File: src/rtl/rst_seq_pkg.sv
// Shared definitions for the reset sequencer: 3-bit state encoding,
// the state type and the default counter width.
package rst_seq_pkg;

    localparam logic [2:0] ENC_ASSERT    = 3'd0;
    localparam logic [2:0] ENC_REL_PHY   = 3'd1;
    localparam logic [2:0] ENC_WAIT_CORE = 3'd2;
    localparam logic [2:0] ENC_WAIT_USER = 3'd3;
    localparam logic [2:0] ENC_RUN       = 3'd4;
    localparam logic [2:0] ENC_ERR       = 3'd5;

    typedef enum logic [2:0] {
        ST_ASSERT    = ENC_ASSERT,
        ST_REL_PHY   = ENC_REL_PHY,
        ST_WAIT_CORE = ENC_WAIT_CORE,
        ST_WAIT_USER = ENC_WAIT_USER,
        ST_RUN       = ENC_RUN,
        ST_ERR       = ENC_ERR
    } state_t;

    localparam int unsigned CNT_WIDTH_DEF = 16;

endpackage

File: src/rtl/rst_seq_cnt.sv
// Clear/enable saturating up-counter with a terminal-compare flag.
// Ports:
//   clk, rst   - clock, synchronous active-high reset
//   clr        - clear to zero (wins over en)
//   en         - count up by one, holding at all-ones
//   term       - terminal value to compare against
//   term_hit_c - combinational: count equals term
module rst_seq_cnt #(
    parameter int unsigned WIDTH = 16
) (
    input  logic             clk,
    input  logic             rst,
    input  logic             clr,
    input  logic             en,
    input  logic [WIDTH-1:0] term,
    output logic             term_hit_c
);

    logic [WIDTH-1:0] count;

    // Saturating counter; never wraps past all-ones.
    always_ff @(posedge clk) begin
        if (rst || clr) begin
            count <= '0;
        end else if (en && (count != '1)) begin
            count <= count + WIDTH'(1);
        end
    end

    assign term_hit_c = (count == term);

endmodule

File: src/rtl/rst_sequencer.sv
// Staged reset release: PHY, then core, then user, gated on lock_in.
// Optional lock timeout enabled by macro RST_SEQ_LOCK_TIMEOUT_EN.
// Ports:
//   clk, rst      - clock, synchronous active-high reset
//   rst_req_in    - debounced reset request (active level REQ_ACTIVE)
//   lock_in       - PLL/link lock
//   phy_rst_out, core_rst_out, user_rst_out - active-high resets
//   seq_done      - all resets released
//   seq_err       - sticky lock-timeout flag (0 without the macro)
//   state_out     - current state encoding
module rst_sequencer
    import rst_seq_pkg::*;
#(
    parameter logic        REQ_ACTIVE   = 1'b0,
    parameter int unsigned HOLD_CYCLES  = 16,
    parameter int unsigned STAGE_DELAY  = 8,
    parameter int unsigned LOCK_TIMEOUT = 1024,
    parameter int unsigned CNT_WIDTH    = CNT_WIDTH_DEF
) (
    input  logic       clk,
    input  logic       rst,
    input  logic       rst_req_in,
    input  logic       lock_in,
    output logic       phy_rst_out,
    output logic       core_rst_out,
    output logic       user_rst_out,
    output logic       seq_done,
    output logic       seq_err,
    output logic [2:0] state_out
);

    state_t               state;
    logic                 req_c;
    logic                 cnt_clr_c;
    logic                 cnt_en_c;
    logic                 term_hit_c;
    logic [CNT_WIDTH-1:0] term_c;

    assign req_c = (rst_req_in == REQ_ACTIVE);

    // Counter control: clear on every state exit, count while dwelling.
    always_comb begin
        cnt_clr_c = 1'b0;
        cnt_en_c  = 1'b0;
        term_c    = CNT_WIDTH'(HOLD_CYCLES - 1);
        case (state)
            ST_ASSERT: begin
                if (req_c || term_hit_c) cnt_clr_c = 1'b1;
                else                     cnt_en_c  = 1'b1;
            end
            ST_REL_PHY: begin
                term_c = CNT_WIDTH'(LOCK_TIMEOUT - 1);
`ifdef RST_SEQ_LOCK_TIMEOUT_EN
                if (req_c || lock_in || term_hit_c) cnt_clr_c = 1'b1;
                else                                cnt_en_c  = 1'b1;
`else
                cnt_clr_c = 1'b1;
`endif
            end
            ST_WAIT_CORE, ST_WAIT_USER: begin
                term_c = CNT_WIDTH'(STAGE_DELAY - 1);
                if (req_c || !lock_in || term_hit_c) cnt_clr_c = 1'b1;
                else                                 cnt_en_c  = 1'b1;
            end
            ST_ERR: begin
                if (req_c || term_hit_c) cnt_clr_c = 1'b1;
                else                     cnt_en_c  = 1'b1;
            end
            default: cnt_clr_c = 1'b1;
        endcase
    end

    rst_seq_cnt #(
        .WIDTH (CNT_WIDTH)
    ) u_cnt (
        .clk        (clk),
        .rst        (rst),
        .clr        (cnt_clr_c),
        .en         (cnt_en_c),
        .term       (term_c),
        .term_hit_c (term_hit_c)
    );

`ifdef RST_SEQ_LOCK_TIMEOUT_EN
    logic err_q;
    assign seq_err = err_q;
`else
    assign seq_err = 1'b0;
`endif

    // State and registered outputs; priority rst > request > lock loss > terminal.
    always_ff @(posedge clk) begin
        if (rst) begin
            state        <= ST_ASSERT;
            phy_rst_out  <= 1'b1;
            core_rst_out <= 1'b1;
            user_rst_out <= 1'b1;
            seq_done     <= 1'b0;
`ifdef RST_SEQ_LOCK_TIMEOUT_EN
            err_q        <= 1'b0;
`endif
        end else if (req_c && (state != ST_ASSERT)) begin
            state        <= ST_ASSERT;
            phy_rst_out  <= 1'b1;
            core_rst_out <= 1'b1;
            user_rst_out <= 1'b1;
            seq_done     <= 1'b0;
        end else begin
            case (state)
                ST_ASSERT: begin
                    if (!req_c && term_hit_c) begin
                        state       <= ST_REL_PHY;
                        phy_rst_out <= 1'b0;
                    end
                end
                ST_REL_PHY: begin
                    if (lock_in) begin
                        state <= ST_WAIT_CORE;
                    end
`ifdef RST_SEQ_LOCK_TIMEOUT_EN
                    else if (term_hit_c) begin
                        state       <= ST_ERR;
                        phy_rst_out <= 1'b1;
                        err_q       <= 1'b1;
                    end
`endif
                end
                ST_WAIT_CORE, ST_WAIT_USER, ST_RUN: begin
                    if (!lock_in) begin
                        state        <= ST_ASSERT;
                        phy_rst_out  <= 1'b1;
                        core_rst_out <= 1'b1;
                        user_rst_out <= 1'b1;
                        seq_done     <= 1'b0;
                    end else if (state == ST_WAIT_CORE && term_hit_c) begin
                        state        <= ST_WAIT_USER;
                        core_rst_out <= 1'b0;
                    end else if (state == ST_WAIT_USER && term_hit_c) begin
                        state        <= ST_RUN;
                        user_rst_out <= 1'b0;
                        seq_done     <= 1'b1;
`ifdef RST_SEQ_LOCK_TIMEOUT_EN
                        err_q        <= 1'b0;
`endif
                    end
                end
                ST_ERR: begin
                    // Resets are already all asserted; just wait out the hold.
                    if (term_hit_c) begin
                        state <= ST_ASSERT;
                    end
                end
                default: begin
                    state        <= ST_ASSERT;
                    phy_rst_out  <= 1'b1;
                    core_rst_out <= 1'b1;
                    user_rst_out <= 1'b1;
                    seq_done     <= 1'b0;
                end
            endcase
        end
    end

    assign state_out = state;

endmodule

File: config.mk
export PLATFORM = sky130hd
export DESIGN_NAME = rst_sequencer
export DESIGN_NICKNAME = d
export VERILOG_FILES = /design/src/rtl/rst_seq_pkg.sv /design/src/rtl/rst_seq_cnt.sv /design/src/rtl/rst_sequencer.sv
export SDC_FILE = /design/constraint.sdc
export NUM_CORES = 1
export LEC_CHECK = 0
export ABC_AREA = 1
export BUFFER_PORTS_ARGS = -buffer_cell sky130_fd_sc_hd__buf_2
export CAP_MARGIN = 15
export CORE_MARGIN = 3
export CORE_UTILIZATION = 60
export CTS_CLUSTER_DIAMETER = 40
export DETAILED_ROUTE_END_ITERATION = 12
export PLACE_DENSITY = 0.8
export SLEW_MARGIN = 30
export SYNTH_ARGS = -nofsm -noshare
export SYNTH_HDL_FRONTEND = slang
export SYNTH_SLANG_ARGS = --single-unit
File: constraint.sdc
create_clock -name clk -period 3.17 [get_ports clk]
set_input_delay 0.7925 -clock clk [delete_from_list [all_inputs] [get_ports clk]]
set_output_delay 0.7925 -clock clk [all_outputs]
set_load 0.005 [all_outputs]
Word-level counts from Yosys, hierarchy flattened. Index checks and enable logic that the tools add are counted.

Flip-flop bits (word level): 23. Bits of input ports: 4. Output and inout port bits: 8. Word-level logic and storage cells: 75.

$add $sub $neg: 1. Eq/ne operators: 15. Muxes and demuxes: 28. Bitwise gates (word level): 3. Reductions and logical operators: 22.

Operators by type and width (number): $pmux W10 S2 (1); $mux W3 (6); $add A16 B1 Y16 const B (1); $eq A16 B10 Y1 (1); $ne A16 B16 Y1 const B (1); $mux W1 (14); $pmux W3 S4 (1); $pmux W1 S2 (5); $ne A3 B3 Y1 const B (3); $ne A2 B2 Y1 const B (4); $reduce_or A2 Y1 (4); $eq A3 B2 Y1 const B (2); $eq A3 B3 Y1 const B (2); $reduce_and A3 Y1 (2); $reduce_or A3 Y1 (2); $logic_and A1 B1 Y1 (5); $logic_or A1 B1 Y1 (4); $ne A4 B4 Y1 const B (1); $reduce_and A4 Y1 (1); $eq A3 B1 Y1 const B (1); $logic_not A3 Y1 (1); $not A1 Y1 (3); $pmux W1 S3 (1); $reduce_bool A3 Y1 (1); 2 further kinds (2).

Depth between registers and ports, before layout. Gate-level depths: netlist of run 1.

Depth after elaboration: 9. Depth in mapped cells: 14. Depth with buffers taken out: 13.

Cells and area by module. A second synthesis of run 1 with hierarchy kept.

Cell total of the unflattened synthesis: 248. Area total of the unflattened synthesis: 1587.8 um^2.

Modules (own cells, without submodules): rst_seq_cnt (times used 1, cells each 179, area an instance 1154.9 um^2, sequential area each 320.3 um^2); rst_sequencer (times used 1, cells each 69, area an instance 432.9 um^2, sequential area each 140.1 um^2).

Least setup slack after synthesis of run 1. Ideal clock, no wire load.

Path kind: input to register. From: in lock_in. To: reg u_cnt.count[4]. Setup time: 0.066 ns. Arrival time: 1.678 ns. Required time: 3.104 ns. Slack: 1.426 ns. Cell stages on the path: 7. Buffers on the path: 1. Path through: inv_1 -> o211ai_1 -> o21ai_2 -> inv_2 -> buf_2 -> nand3_1 -> a21oi_2.

Longest elaborated chain between the ends: 6. Elaborated cells between the ends (all ways): 9. Classes of those cells: mux (4); reduce/logical (5).

Ends and longest elaborated chain: start: declaration (RTL line rst_sequencer.sv:23) `input logic lock_in,`; $logic_not A1 Y1 (*); $logic_or A1 B1 Y1 (*) (2 in a row) (RTL line rst_sequencer.sv:62) `if (req_c || !lock_in || term_hit_c) cnt_clr_c = 1'b1;`; $mux W1 (RTL line rst_sequencer.sv:62); $pmux W1 S2 (RTL line rst_sequencer.sv:46) `case (state)`; $logic_and A1 B1 Y1 / $logic_or A1 B1 Y1 (equally long branches) (RTL line rst_seq_cnt.sv:25, rst_seq_cnt.sv:23); end signal: assignment (RTL line rst_seq_cnt.sv:26) `count <= count + WIDTH'(1);`; end: declaration (RTL line rst_seq_cnt.sv:19) `logic [WIDTH-1:0] count;`.

Mark *: on every way between the ends. The rest lies on a longest branch, timed or not. A chain may end at the register's enable or synchronous reset.

Worst setup path after layout of run 1.
From: reg u_cnt.count[0]. To: reg u_cnt.count[1].

Longest elaborated chain between the ends: 5. Elaborated cells between the ends (all ways): 13. Classes of those cells: add/sub (1); eq/ne (2); mux (6); reduce/logical (4).

Ends and longest elaborated chain: parallel branches: the longest is 5 deep, another holds $add A16 B1 Y16.

Several ways; the timed one is not identified.

==> summary.md, run 1 <==
| Metric | Value |
|---|---|
| Area Growth Syn to Fin | 4.46% |
| Synth Flop Type | dfxtp_1 |
| Syn_nets | 248 |
| Post-route setup TNS | 0 ps |
| Layout cell share with drive strength beyond 1 | 13.9% |
| Final setup violation count | 0 |
| Initial antenna violation count | 0 |
| Setup bufs post-CTS | 0 |
| Cells after synthesis | about 240 |
| Post-CTS sizing | 0 |
| CP Cell Sequence | ha_1, inv_1, nor2_1, nand2_1, nor2_1, nand2_1, nor2_2, nand2_1, nand2_1, inv_2, nand2_1, nor3_1 |
| CTS sink cnt | 23 |
| Initial Util | around two thirds |
| Final hold violation count | 0 |
| Tcrit/Tclk final | 72.7% |
| Clk slew on worst S/H paths | approximately 120 ps |
| DR vias | approximately 1.5k |
| Maximum vdd drop | roughly 480 uV |
| Combinational power share | between 40 and 50% |
| PortBufs | 10 |
| Initial DRT Pass Iterations | 4 |
| Post-route DRC | 0 |
| Design Area, Final | about 0.0016 mm2 |
| Cell Area, Synth | between 0.0015 and 0.002 mm2 |
| CTS buffer count | 3 |
| RSZ-0062 raised after global routing | false |
| Seq pwr share | 37.7% |
| Synth cell count leaders | nand2_1 (66), nor2_1 (34), inv_1 (27), nand3_1 (25), dfxtp_1 (23) |
| Post-synthesis sequential area ratio | between 20% and 30% |
| Setup Crit Path Kind | reg2reg |
| Core footprint | about 0.0023 mm2 |
| Avg Cell Area, Syn | 6.35 um2 |
| Via density | between 5 and 6 |
| Pin count of the biggest net entering global routing | 19 |
| Grt ovf | 0 |
| Die Footprint | ~0.0032 mm2 |
| CTS tree | done |
| Crit path largest cell delay | approximately 520 ps |
| Dpl hpwl | 2590 um |
| CP max stage cell | nand2_1 |
| Result of the run | finished clean |
| Avg WL per Cell | between 10 and 15 um |
| Clk pwr share | 14.2% |
| Post-place instance area | 0.00159 mm2 |
| Crit Path Max Fanout | 18 |
| H-tree levels | 1 |
| Slew headroom | between 50% and 60% |
| Final net count | 258 |
| #FFs+latches synth | 23 |
| Worst-margin pin slew | between 600 and 700 ps |
| Setup crit start kind | flop |
| Pins Over Slew Limit | 0 |
| Internal power | 0.507 mW |
| Leakage power | around 0.67 nW |
| Most frequent cell after synthesis | nand2_1 |
| Largest area contributor in the netlist | dfxtp_1 |
| Tmin final | between 2000 and 2500 ps |
| Clk_lat worst skew | a little over 300 ps |
| CTS Hold Buffers Added | 0 |
| Diode count | 0 |
| Final ANT Viol Nets | 0 |
| Crit end category | flop |
| Clock root buffer | clkbuf_4 |
| CP required | 3360 ps |
| DR iter-0 viols | between 70 and 80 |
| Pwr Total | around 0.94 mW |
| Die width | 56.7 um |
| Final RePlAce weighted congestion | between 0.9 and 1 |
| MaxCap Viol Count | 0 |
| HP Class | reg2reg |
| Post-synthesis cell type count | 25 |
| Arr. time, crit path | between 2000 and 2500 ps |
| NetSw | approximately 0.44 mW |
| First-pass GRT wire length | 5790 um |
| Synth top area cells | dfxtp_1 (30%), nand2_1 (16%), nor2_1 (8.3%), nand3_1 (8.1%), inv_1 (6.6%) |
| Sw Share | a little under half |
| YS warnings | 0 |
| Tot GR Track Use | roughly 22% |
| Die Y | approximately 57 um |
| Cell mode on critical path | nand2_1 |
| Std-Cell Rows | 17 |
| Ys async rst share | 0% |
| EDFF count, synth | 0 |
| Clock Path Buffers | 2 |
| Clock Skews | 8.62 ps |
| Cell area power density | 585 mW/mm2 |
| Vias in the first global route | ~1.3k |
| Share of the synthesized area in the top cell type | between 20% and 30% |
| Max frequency | approximately 430 MHz |
| WL final | 3390 um |
| Ports | 12 |
final cells by class:
cell class                 instances  area [um2]
inverter                          31         116
timing repair buffer              10        50.0
fill                             213         707
clock buffer                       4        26.3
multi-input combinational        184         923
sequential                        23         460
tap                               28        35.0
state kept, by name (all words and copies together), names as in the netlist:
register	count
u_cnt.count	16
state_out	3
core_rst_out	1
phy_rst_out	1
seq_done	1
user_rst_out	1
power by group through the flow:
stage	Clock [mW]	Sequential (mW)	Combinational, mW
2_1_floorplan	0	0.362	0.364
3_3_place_gp	0	0.360	0.444
3_5_place_dp	0	0.362	0.448
4_1_cts	0.142	0.355	0.450
5_1_grt	0.151	0.362	0.522
6_report	0.134	0.356	0.453
stage by stage:
stage               worst slack [ps]  hold WS (ps)  instances  utilization, %
floorplan                       1430           441        243               -
global placement                 993           430        276            68.4
detailed placement               883           431        276            68.4
CTS                              866           457        280            69.5
global route                     631           504        280            69.5
finish                           865           454        280            69.5
cell families after synthesis:
family / synth area share [%]
simple gates: 41.6
flops: 29.8
other cells: 0.243
buf+inv: 10.3
compound gates: 10.4
xor+xnor: 6.81
fa+ha+maj: 0.811
critical path: cells and delay by family, from the launching register on:
| kind | cells | cell delay, ps |
|---|---|---|
| AND/OR/NAND/NOR | 9 | 1310 |
| adder cells (fa/ha/maj) | 1 | 280 |
| flip-flops | 1 | 390 |
| buffers and inverters | 2 | 200 |
routing by layer:
metal | share of wire [%] | vias to the layer above | GRT usage (%) | wire [um]
met4 | 1.5 | 0 | 9.83 | 51
met5 | 0 | - | 0 | 0
met3 | 6.2 | 5 | 2.07 | 211
li1 | - | 791 | - | -
met1 | 50 | 654 | 32.7 | 1690
met2 | 42 | 56 | 33.2 | 1430
final timing paths:
kind / startpoint / to / slack [ps] / cells past startpoint
worst max-delay path: u_cnt.count[0]$_SDFFE_PP0P_ / u_cnt.count[1]$_SDFFE_PP0P_ / 870 / 12
worst min-delay path: user_rst_out$_SDFFE_PP1P_ / user_rst_out$_SDFFE_PP1P_ / 450 / 2
worst max register to register: u_cnt.count[0]$_SDFFE_PP0P_ / u_cnt.count[1]$_SDFFE_PP0P_ / 870 / 12
worst min register to register: user_rst_out$_SDFFE_PP1P_ / user_rst_out$_SDFFE_PP1P_ / 450 / 2
cells in the final DEF (no fill, tap or decap), types with 6 or more instances in the layout:
master   count
inv_1       27
nand3_1     25
nor2_1      34
a21oi_1      9
buf_2       10
nand4_1      7
nor3_1       6
nand2_1     66
dfxtp_1     23
a21oi_2      9
xor2_1      10
Note: power is estimated with default switching activity, not from simulation.
==> inputs of run 2 (changes only) <==
--- a/config.mk
+++ b/config.mk
@@ -9,10 +9,10 @@
 export BUFFER_PORTS_ARGS = -buffer_cell sky130_fd_sc_hd__buf_2
 export CAP_MARGIN = 15
 export CORE_MARGIN = 3
-export CORE_UTILIZATION = 60
+export CORE_UTILIZATION = 59
 export CTS_CLUSTER_DIAMETER = 40
 export DETAILED_ROUTE_END_ITERATION = 12
-export PLACE_DENSITY = 0.8
+export PLACE_DENSITY = 0.79
 export SLEW_MARGIN = 30
 export SYNTH_ARGS = -nofsm -noshare
 export SYNTH_HDL_FRONTEND = slang
==> constraint.sdc (replaced) <==
create_clock -name clk -period 2.2 [get_ports clk]
set_input_delay 0.55 -clock clk [delete_from_list [all_inputs] [get_ports clk]]
set_output_delay 0.55 -clock clk [all_outputs]
set_load 0.005 [all_outputs]
==> summary.md, run 2 (synthesis results as in run 1) <==
| Metric | Value |
|---|---|
| Min-delay src | core_rst_out$_SDFFE_PP1P_ |
| Std-Cell Rows | 17 |
| Initial Util | between 60% and 70% |
| Die width | between 50 and 60 um |
| Number of fill cells | 205 |
| Arr. time, crit path | around 2200 ps |
| Ports | 12 |
| Diode count | 0 |
| CP required | 2410 ps |
| Most common cell after layout, fill and taps aside | nand2_1 |
| Post-place instance area | roughly 0.0016 mm2 |
| Cell area power density | approximately 850 mW/mm2 |
| Pin count of the biggest net entering global routing | 19 |
| FF-to-FF setup slack | 170 ps |
| Post-route DRC | 0 |
| Post-route setup TNS | 0 ps |
| Setup Crit Path Kind | reg2reg |
| Vias in the first global route | between 1k and 1.5k |
| Die Y | around 57 um |
| Reg2Reg Depth | 9 |
| Dpl hpwl | between 2000 and 3000 um |
| Tcrit/Tclk final | between 90% and 100% |
| PortBufs | 10 |
| Placed cells | 277 |
| Final ANT Viol Nets | 0 |
| Post-CTS sizing | 0 |
| Tot GR Track Use | between 20% and 30% |
| Setup bufs post-CTS | 0 |
| Pins Over Slew Limit | 0 |
| CTS sink cnt | 23 |
| Pwr Total | between 1 and 1.5 mW |
| Clock root buffer | clkbuf_4 |
| Grt ovf | 0 |
| Finished Layout Cells | between 200 and 300 |
| Clk_lat worst skew | roughly 300 ps |
| Tmin final | 2030 ps |
| Final setup violation count | 0 |
| Crit end category | flop |
| HP Class | reg2reg |
| Final net count | ~260 |
| Maximum vdd drop | between 600 and 700 uV |
| Most frequent cells in the layout | nand2_1 (66), nor2_1 (34), inv_1 (27) |
| H-tree levels | 1 |
| Die Footprint | 0.00326 mm2 |
| CTS buffer count | 3 |
| Clk slew on worst S/H paths | roughly 130 ps |
| Setup crit start kind | flop |
| Post-route setup slack | 173 ps |
| Worst-margin pin slew | between 500 and 600 ps |
| Via density | 5.38 |
| Clock Path Buffers | 2 |
| Worst Hold Path EP | core_rst_out$_SDFFE_PP1P_ |
| DR iter-0 viols | 87 |
| Avg WL per Cell | roughly 12 um |
| CTS Hold Buffers Added | 0 |
| Initial antenna violation count | 0 |
| Max frequency | just under 500 MHz |
| WL final | about 3400 um |
| CTS tree | done |
| Design Area, Final | between 0.0015 and 0.002 mm2 |
| Final hold violation count | 0 |
| Flip-flop count of the largest register after layout | 16 |
| Slew headroom | approximately 66% |
| Hold WS | between 400 and 500 ps |
| Clock Skews | ~2.4 ps |
| Register with the most flip-flops | u_cnt.count |
| Worst r2r src | u_cnt.count[0]$_SDFFE_PP0P_ |
| MaxCap Viol Count | 0 |
| Layout cell share with drive strength beyond 1 | 14.6% |
| Crit Path Max Fanout | 17 |
| Initial DRT Pass Iterations | 4 |
| FF-to-FF End | u_cnt.count[0]$_SDFFE_PP0P_ |
| Leakage power | around 0.67 nW |
| Utilization after layout | between 60 and 70% |
| DR vias | ~1.5k |
| Result of the run | finished clean |
| First-pass GRT wire length | between 5000 and 6000 um |
| Core footprint | between 0.002 and 0.0025 mm2 |
| Area Growth Syn to Fin | 5.11% |
| Hold Path Stages | 2 |
| Final RePlAce weighted congestion | 0.949 |
| Setup WS pre-CTS | between 200 and 250 ps |
-- run 2: cell count changes in the layout (fill, tap and decap cells not counted) --
cell	before	now
buf_4	0	1
ha_1	1	0
ha_2	0	1
-- run 2: worst max-delay path by stage --
stage / from / depth (start not counted) / end
floorplan: u_cnt.count[0]$_SDFFE_PP0P_ / 13 / u_cnt.count[0]$_SDFFE_PP0P_
global placement: u_cnt.count[0]$_SDFFE_PP0P_ / 9 / u_cnt.count[0]$_SDFFE_PP0P_
detailed placement: u_cnt.count[0]$_SDFFE_PP0P_ / 13 / u_cnt.count[1]$_SDFFE_PP0P_
CTS: u_cnt.count[0]$_SDFFE_PP0P_ / 9 / u_cnt.count[0]$_SDFFE_PP0P_
global route: u_cnt.count[0]$_SDFFE_PP0P_ / 13 / u_cnt.count[0]$_SDFFE_PP0P_
finish: u_cnt.count[0]$_SDFFE_PP0P_ / 9 / u_cnt.count[0]$_SDFFE_PP0P_
-- run 2: routing by layer --
| layer | GRT usage (%) | share of wire [%] | vias to the layer above |
|---|---|---|---|
| met5 | 0 | 0 | - |
| met4 | 5.63 | 1.3 | 0 |
| met3 | 2.71 | 6.8 | 4 |
| met2 | 32.0 | 42 | 60 |
| met1 | 32.1 | 50 | 659 |
| li1 | - | - | 788 |
-- run 2: worst max-delay path: stages, from the launching register on --
cell and delay, ps:
dfxtp_1 390, ha_2 240, nand3_1 210, nor2_4 210
nand2_2 100, o21ai_2 160, inv_2 160, nand2_4 190
xor2_1 200, nor2_1 60
-- run 2: cell type report --
type / count / area [um2] / area share, %
flip-flops and latches: 23 / 460 / 28.4
repair buffers: 11 / 57.6 / 3.55
well taps: 28 / 35.0 / 2.16
inverters: 31 / 116 / 7.18
multi-input cells: 184 / 926 / 57.1
clock buffers: 4 / 26.3 / 1.62
-- run 2: power by group --
| group | internal [mW] | total [mW] | switching [mW] |
|---|---|---|---|
| Combinational | 0.197 | 0.664 | 0.467 |
| Clock | 0.0706 | 0.197 | 0.126 |
| Sequential | 0.468 | 0.511 | 0.0429 |
==> inputs of run 3 (changes only) <==
--- a/config.mk
+++ b/config.mk
@@ -12,6 +12,7 @@
 export CORE_UTILIZATION = 59
 export CTS_CLUSTER_DIAMETER = 40
 export DETAILED_ROUTE_END_ITERATION = 12
+export GPL_TIMING_DRIVEN = 0
 export PLACE_DENSITY = 0.79
 export SLEW_MARGIN = 30
 export SYNTH_ARGS = -nofsm -noshare
==> summary.md, run 3 (synthesis results as in run 1) <==
| Metric | Value |
|---|---|
| GRT met1 Usage | around 34% |
| WL final | around 3400 um |
| Slew headroom | around two thirds |
| H-tree levels | 1 |
| DR vias | 1525 |
| DR iter-0 viols | just under 100 |
| Final net count | 263 |
| Sw Share | between 40% and 50% |
| Number of fill cells | between 200 and 250 |
| Clk_lat worst skew | roughly 310 ps |
| CTS sink cnt | 23 |
| Pwr Total | between 1 and 1.5 mW |
| Final ANT Viol Nets | 0 |
| Register with the most flip-flops | u_cnt.count |
| Met3 usage | around 2.7% |
| Setup crit start kind | flop |
| Ports | 12 |
| Flip-flop count of the largest register after layout | 16 |
| Post-route setup TNS | 0 ps |
| Internal power | about 0.77 mW |
| First-pass GRT wire length | slightly below 6000 um |
| Diode count | 0 |
| Reg2Reg Depth | 14 |
| Clk slew on worst S/H paths | approximately 130 ps |
| Dpl hpwl | between 2000 and 3000 um |
| RSZ-0062 raised after global routing | false |
| Std-Cell Rows | 17 |
| Utilization after layout | between 70% and 80% |
| Avg WL per Cell | approximately 12 um |
| Setup Crit Path Kind | reg2reg |
| Final hold violation count | 0 |
| CTS Hold Buffers Added | 0 |
| Crit Path Max Fanout | 10 |
| Pin count of the biggest net entering global routing | 13 |
| Initial Util | between 60% and 70% |
| MaxCap Viol Count | 0 |
| Die Footprint | ~0.0033 mm2 |
| Setup bufs post-CTS | 0 |
| CTS tree | done |
| Grt ovf | 0 |
| Placed cells | ~280 |
| Layout cell share with drive strength beyond 1 | between 15 and 20% |
| Initial DRT Pass Iterations | 4 |
| Area Growth Syn to Fin | 7.54% |
| Clock root buffer | clkbuf_4 |
| Tcrit/Tclk final | around 91% |
| Finished Layout Cells | about 290 |
| CTS buffer count | 3 |
| Worst r2r src | u_cnt.count[0]$_SDFFE_PP0P_ |
| NetSw | 0.663 mW |
| Final setup violation count | 0 |
| Worst-margin pin slew | about 500 ps |
| Tot GR Track Use | 22.3% |
| Pins Over Slew Limit | 0 |
| Post-route DRC | 0 |
| Via density | approximately 5.4 |
| GRT busiest layer | met1 |
| GR Layer Usage met2 | between 30% and 40% |
| PortBufs | 10 |
| Min-delay src | phy_rst_out$_SDFFE_PP1P_ |
| Clock Path Buffers | 2 |
| Vias in the first global route | between 1k and 1.5k |
| CP required | about 2500 ps |
| Most frequent cells in the layout | nand2_1 (65), nor2_1 (34), inv_1 (27) |
| Max frequency | about 500 MHz |
| Crit end category | flop |
| Final RePlAce weighted congestion | roughly 0.91 |
| Core footprint | between 0.002 and 0.0025 mm2 |
| Combinational power share | 50.2% |
| Leakage power | 0.691 nW |
| Die width | between 50 and 60 um |
| Clk pwr share | approximately 14% |
| Setup crit start | u_cnt.count[0]$_SDFFE_PP0P_ |
| HP Class | reg2reg |
| Seq pwr share | roughly 36% |
| Maximum vdd drop | approximately 830 uV |
| Clock Skews | between 3 and 4 ps |
| Arr. time, crit path | 2260 ps |
| Cell area power density | between 800 and 900 mW/mm2 |
| Most common cell after layout, fill and taps aside | nand2_1 |
| Initial antenna violation count | 0 |
| Result of the run | finished clean |
| Tmin final | 2000 ps |
| Hold Path Stages | 2 |
| Die Y | approximately 57 um |
-- run 3: cell count changes in the layout (fill, tap and decap cells not counted), sizes merged --
cell | previous run | this run
buf | 11 | 15
-- run 3: area by class of cell --
| cell class | count | area, um2 | area share [%] |
|---|---|---|---|
| Buffer | 5 | 42.5 | 2.56 |
| Multi-Input combinational cell | 184 | 928 | 56.0 |
| Inverter | 31 | 116 | 7.01 |
| Timing Repair Buffer | 10 | 50.0 | 3.02 |
| Sequential cell | 23 | 460 | 27.8 |
| Tap cell | 28 | 35.0 | 2.11 |
| Clock buffer | 4 | 26.3 | 1.58 |
-- run 3: metrics by stage --
stage / instance area, um2 / hold slack [ps] / setup slack (ps)
2_1_floorplan: 1540 / 441 / 465
3_3_place_gp: 1630 / 425 / 176
3_5_place_dp: 1630 / 431 / 113
4_1_cts: 1650 / 456 / 100
5_1_grt: 1660 / 478 / 20.2
6_report: 1660 / 452 / 196
-- run 3: final timing paths --
kind	endpoint	slack [ps]
setup / recovery	u_cnt.count[6]$_SDFFE_PP0P_	200
hold / removal	phy_rst_out$_SDFFE_PP1P_	450
setup reg to reg	u_cnt.count[6]$_SDFFE_PP0P_	200
hold reg to reg	phy_rst_out$_SDFFE_PP1P_	450
-- run 3: critical path: stages, from the launching register on --
cell and delay, ps:
dfxtp_1 390, ha_2 260, inv_1 50, nor2_1 80, nand2_1 60, nor2_1 160
nand2_1 80, nor2_2 170, nand2_1 70, nand2_1 70, inv_2 100, nand2_4 110
buf_6 150, nand2_1 80, a21oi_2 120
-- run 3: what timing repair did --
item	4_1_cts	5_1_grt
setup endpoints to repair	0	11
hold endpoints to repair	0	0
gates resized for setup	0	2
-- run 3: power by group through the flow --
stage / logic, mW / clock network (mW) / registers (mW)
5_1_grt: 0.807 / 0.220 / 0.521
2_1_floorplan: 0.524 / 0 / 0.521
3_3_place_gp: 0.699 / 0 / 0.521
4_1_cts: 0.710 / 0.203 / 0.511
3_5_place_dp: 0.708 / 0 / 0.521
6_report: 0.718 / 0.200 / 0.512
-- run 3: layer usage --
layer	part of all wire [%]	routed length, um	vias to the layer above
li1	-	-	803
met1	53	1800	676
met2	42	1430	39
met3	4.3	148	7
met4	1.6	54	0
met5	0	0	-
